File: src/rtl/parity_pkg.sv
// parity_pkg: shared types and constants for the parity_frame block.
//   state_t : FSM state encoding (ACC = accumulating bits, OUT = result presented)
//   CNT_W   : width of the bit counter and the frame counter
package parity_pkg;

  localparam int CNT_W = 8;

  typedef enum logic {
    ACC = 1'b0,
    OUT = 1'b1
  } state_t;

endpackage

File: src/rtl/xor1.sv
// xor1: single two-input XOR gate.
//   a, b : inputs
//   c    : a ^ b
module xor1 (
  input  logic a,
  input  logic b,
  output logic c
);

  assign c = a ^ b;

endmodule

File: src/rtl/parity_frame.sv
// parity_frame: serial framer computing even (XOR) parity over FRAME_LEN data bits.
//
// Ports
//   clk        : single clock, rising edge
//   rst        : synchronous active-high reset
//   in_valid   : in_bit carries a valid serial bit
//   in_ready   : block accepts in_bit this cycle (high only in ACC)
//   in_bit     : serial data bit
//   out_valid  : frame result presented (high only in OUT)
//   out_ready  : downstream takes the result
//   out_parity : XOR of the frame's data bits
//   frame_cnt  : number of results taken by downstream, wraps 255 -> 0
//   parity_err : received parity mismatch, meaningful while out_valid=1
//
// Build option
//   PARITY_CHECK_EN : when defined, each frame carries one extra received parity
//                     bit after the data; it is compared against the computed
//                     parity instead of being accumulated. When undefined,
//                     parity_err is tied to 0.
//
// state | meaning
// ACC   | accepting serial bits, in_ready=1
// OUT   | result held until out_ready, in_ready=0
module parity_frame
  import parity_pkg::*;
#(
  parameter int FRAME_LEN = 8
) (
  input  logic             clk,
  input  logic             rst,
  input  logic             in_valid,
  output logic             in_ready,
  input  logic             in_bit,
  output logic             out_valid,
  input  logic             out_ready,
  output logic             out_parity,
  output logic [CNT_W-1:0] frame_cnt,
  output logic             parity_err
);

`ifdef PARITY_CHECK_EN
  localparam int FRAME_BITS = FRAME_LEN + 1;
`else
  localparam int FRAME_BITS = FRAME_LEN;
`endif
  localparam logic [CNT_W-1:0] LAST_IDX = CNT_W'(FRAME_BITS - 1);

  state_t           state;
  state_t           state_nxt;
  logic             acc;
  logic             acc_nxt;
  logic             accept;
  logic             last;
  logic [CNT_W-1:0] bit_cnt;
  logic [CNT_W-1:0] frame_cnt_q;
  logic             parity_q;

  xor1 u_xor (
    .a (acc),
    .b (in_bit),
    .c (acc_nxt)
  );

  assign accept = in_valid & in_ready;
  assign last   = (bit_cnt == LAST_IDX);

  always_ff @(posedge clk) begin
    if (rst) state <= ACC;
    else     state <= state_nxt;
  end

  always_comb begin
    state_nxt = state;
    case (state)
      ACC:     if (accept && last) state_nxt = OUT;
      OUT:     if (out_ready)      state_nxt = ACC;
      default: state_nxt = ACC;
    endcase
  end

  always_comb begin
    in_ready  = 1'b0;
    out_valid = 1'b0;
    case (state)
      ACC:     in_ready  = 1'b1;
      OUT:     out_valid = 1'b1;
      default: in_ready  = 1'b0;
    endcase
  end

`ifdef PARITY_CHECK_EN
  logic err_q;
`endif

  always_ff @(posedge clk) begin
    if (rst) begin
      acc         <= 1'b0;
      bit_cnt     <= '0;
      frame_cnt_q <= '0;
      parity_q    <= 1'b0;
`ifdef PARITY_CHECK_EN
      err_q       <= 1'b0;
`endif
    end else if (state == OUT) begin
      if (out_ready) begin
        acc         <= 1'b0;
        bit_cnt     <= '0;
        frame_cnt_q <= frame_cnt_q + 1'b1;
      end
    end else if (accept) begin
      bit_cnt <= bit_cnt + 1'b1;
`ifdef PARITY_CHECK_EN
      // last accepted bit is the received parity: compare, do not accumulate
      if (last) begin
        parity_q <= acc;
        err_q    <= in_bit ^ acc;
      end else begin
        acc <= acc_nxt;
      end
`else
      acc <= acc_nxt;
      if (last) parity_q <= acc_nxt;
`endif
    end
  end

  assign out_parity = parity_q;
  assign frame_cnt  = frame_cnt_q;
`ifdef PARITY_CHECK_EN
  assign parity_err = err_q;
`else
  assign parity_err = 1'b0;
`endif

endmodule

File: config.mk
export PLATFORM = sky130hd
export DESIGN_NAME = parity_frame
export DESIGN_NICKNAME = d
export VERILOG_FILES = /design/src/rtl/parity_pkg.sv /design/src/rtl/xor1.sv /design/src/rtl/parity_frame.sv
export SDC_FILE = /design/constraint.sdc
export NUM_CORES = 1
export LEC_CHECK = 0
export ABC_AREA = 1
export BUFFER_PORTS_ARGS = -buffer_cell sky130_fd_sc_hd__buf_2
export CORE_UTILIZATION = 57
export CTS_CLUSTER_DIAMETER = 200
export DETAILED_ROUTE_END_ITERATION = 12
export PLACE_DENSITY = 0.81
export SLEW_MARGIN = 20
export SYNTH_ARGS = -nofsm -noshare
export SYNTH_HDL_FRONTEND = slang
export SYNTH_SLANG_ARGS = --single-unit
File: constraint.sdc
create_clock -name clk -period 2.45 [get_ports clk]
set_input_delay 0 -clock clk [delete_from_list [all_inputs] [get_ports clk]]
set_output_delay 0 -clock clk [all_outputs]
set_load 0.01 [all_outputs]
==> impl_metrics.env <==
export IMPL_core_um2=1524
export IMPL_min_period_ns=1.648
export IMPL_final_cell_mix="nand2_1 (35), inv_1 (22), nor2_1 (20)"
export IMPL_finalHoldViolations=0
export IMPL_io_buffers=15
export IMPL_p_int_uw=388.3
export IMPL_synth_seq_cells=19
export IMPL_outcome="finished clean"
export IMPL_grt_pass1_wl_um=3312
export IMPL_tritoncts="done"
export IMPL_chipWidth_um=42.79
export IMPL_ys_types=19
export IMPL_clk_pin_slew_ns=0.11
export IMPL_power_density_nw_per_um2=471.8
export IMPL_fin_setup_tns_ns=0
export IMPL_start_util_pct=62.23
export IMPL_rsz0062_at_grt="no"
export IMPL_maxCapViolations=0
export IMPL_ctsHoldBuffers=3
export IMPL_grt_max_degree=16
export IMPL_nFillCells=129
export IMPL_grtUsageTotal_pct=23.78
export IMPL_insertedDiodeCount=0
export IMPL_postSynthCellCount=143
export IMPL_maxSlewViolCount=0
export IMPL_ctsResizeCount=0
export IMPL_grt_pass1_vias=809
export IMPL_critical_path_required_ns=2.71
export IMPL_hold_path_class="input port to register"
export IMPL_arrival_ns=1.90
export IMPL_final_layout_size_suffix_gt1_share_pct=14.20
export IMPL_grt_ovfl_total=0
export IMPL_crit_fanout=5
export IMPL_syn_area_um2=948.4
export IMPL_ctsLongestPathBuffers=2
export IMPL_drcViolationCount=0
export IMPL_drt_wl_total_um=1911
export IMPL_drt_iter0_drc=31
export IMPL_syn_mean_instance_area_um2=6.632
export IMPL_syn_to_final_growth_pct=13.85
export IMPL_place_inst=171
export IMPL_syn_nets=151
export IMPL_period_share_pct=67.28
export IMPL_wl_per_cell_um=10.74
export IMPL_combPwrFrac_pct=6.1
export IMPL_place_congestion=0.7979
export IMPL_power_leakage_uw=0.0005086
export IMPL_boundaryPins=17
export IMPL_vdd_drop_max_mv=0.3255
export IMPL_slowest_stage="dlygate4sd3_1"
export IMPL_yosys_warnings=0
export IMPL_cp_slowest_stage_delay_ns=0.56
export IMPL_die_area_um2=1831
export IMPL_cp_start_kind="register"
export IMPL_clock_sinks=19
export IMPL_crit_family="buffers and inverters"
export IMPL_critPathKind="register to register"
export IMPL_numCtsBuffers=3
export IMPL_cp_cell_sequence="ha_1 -> nand3_1 -> nor2_1 -> nand2_1 -> a21oi_1 -> dlygate4sd3_1"
export IMPL_setup_viol=0
export IMPL_vias=897
export IMPL_antenna_found_initial=0
export IMPL_cp_end_kind="register"
export IMPL_fmax_mhz=606.6
export IMPL_root_buffer="clkbuf_4"
export IMPL_skew_ns=0.003702
export IMPL_layout_commonest_cell="nand2_1"
export IMPL_power_switching_uw=121.2
export IMPL_post_cts_setup_buffer_count=0
export IMPL_clock_latency_ns=0.30
export IMPL_first_pass_iters=4
export IMPL_fp_row_count=14
export IMPL_final_net_count=171
export IMPL_layout_cells_non_filler=178
export IMPL_die_h_um=42.79
export IMPL_swShare_pct=23.79
export IMPL_htreeDepth=1
export IMPL_ys_seq_area_share_pct=40.11
export IMPL_p_seq_share_pct=62.1
export IMPL_pwr_share_clk_pct=31.8
export IMPL_ant_nets=0
export IMPL_dp_hpwl_um=1365
export IMPL_path_buf_inv=1
export IMPL_avgViaCountPerCell=5.039
## per-layer routing
metal	global-route usage [%]	routed length, um	vias to the layer above
li1	-	-	484
met1	31.38	914	392
met2	36.06	901	18
met3	8.085	84	3
met4	8.125	10	0
met5	0	0	-
## sequential cells by signal (all words and copies together) (netlist names)
signal	flops
frame_cnt	8
acc	1
state	1
out_parity	1
bit_cnt	8
## cells in the mapped netlist (all sizes together)
library cell,n,area (um2)
nand2,36,137.6
inv,23,86.33
nor2,21,81.33
dfxtp,19,380.4
a21oi,12,60.06
o21ai,10,50.05
nand3,8,40.04
buf,3,20.01
ha,3,37.54
nand4,3,18.77
conb,1,3.750
nor3,1,10.01
o21bai,1,7.510
or2,1,6.260
xor2,1,8.760
## path summary, 6_finish.rpt
check / startpoint / endpoint / slack (ns) / cells past startpoint
setup / recovery: bit_cnt[0] / state / 0.80 / 6
setup reg to reg: bit_cnt[0] / state / 0.80 / 6
hold / removal: out_ready / frame_cnt[0] / 0.04 / 4
hold reg to reg: acc / acc / 0.49 / 2
## tightest hold or removal path, cell delays in order
cell and delay, ns:
buf_2 0.10, nand3_1 0.10, nand2_1 0.08, nor2_1 0.04
## power groups by stage
stage	Combinational (uW)	Clock, uW	Sequential (uW)
after floorplan	21.2	0	323
after global placement	27.5	0	323
after detailed placement	28.4	0	324
after CTS	31.1	164	317
after global routing	35.3	175	317
final	30.9	162	317
## kinds of logic (layout without fill, tap and decap cells)
group                      Yosys count  after routing  synth area share (%)
buffers and inverters               26             45                 11.21
other                                1              1                0.3954
and+or+nand+nor                     70             70                 31.00
DFF                                 19             19                 40.11
AOI/OAI and AO/OA                   23             23                 12.40
adders and majority gates            3              3                 3.958
xor gates and xnor gates             1              1                0.9237
## per-stage QoR
step	setup slack, ns	area, um2	utilization [%]	power [uW]	hold slack [ns]
detailed placement	1.272	1023	67.16	352.0	0.2349
global route	0.6874	1080	70.85	527.7	0.09161
floorplan	1.339	948.4	-	343.9	0.06907
global placement	1.281	1023	67.16	350.9	0.2272
finish	0.8016	1080	70.85	509.5	0.04203
CTS	0.8562	1080	70.85	511.8	0.04568
## area by class of cell
cell class | count | area (um2) | share of cell area [%]
Inverter | 23 | 86.33 | 7.995
Multi-Input combinational cell | 98 | 461.7 | 42.76
Clock buffer | 4 | 26.28 | 2.433
Sequential cell | 19 | 380.4 | 35.23
Timing Repair Buffer | 18 | 105.1 | 9.733
Tap cell | 16 | 20.02 | 1.854
(Power assumes the default switching activity.)
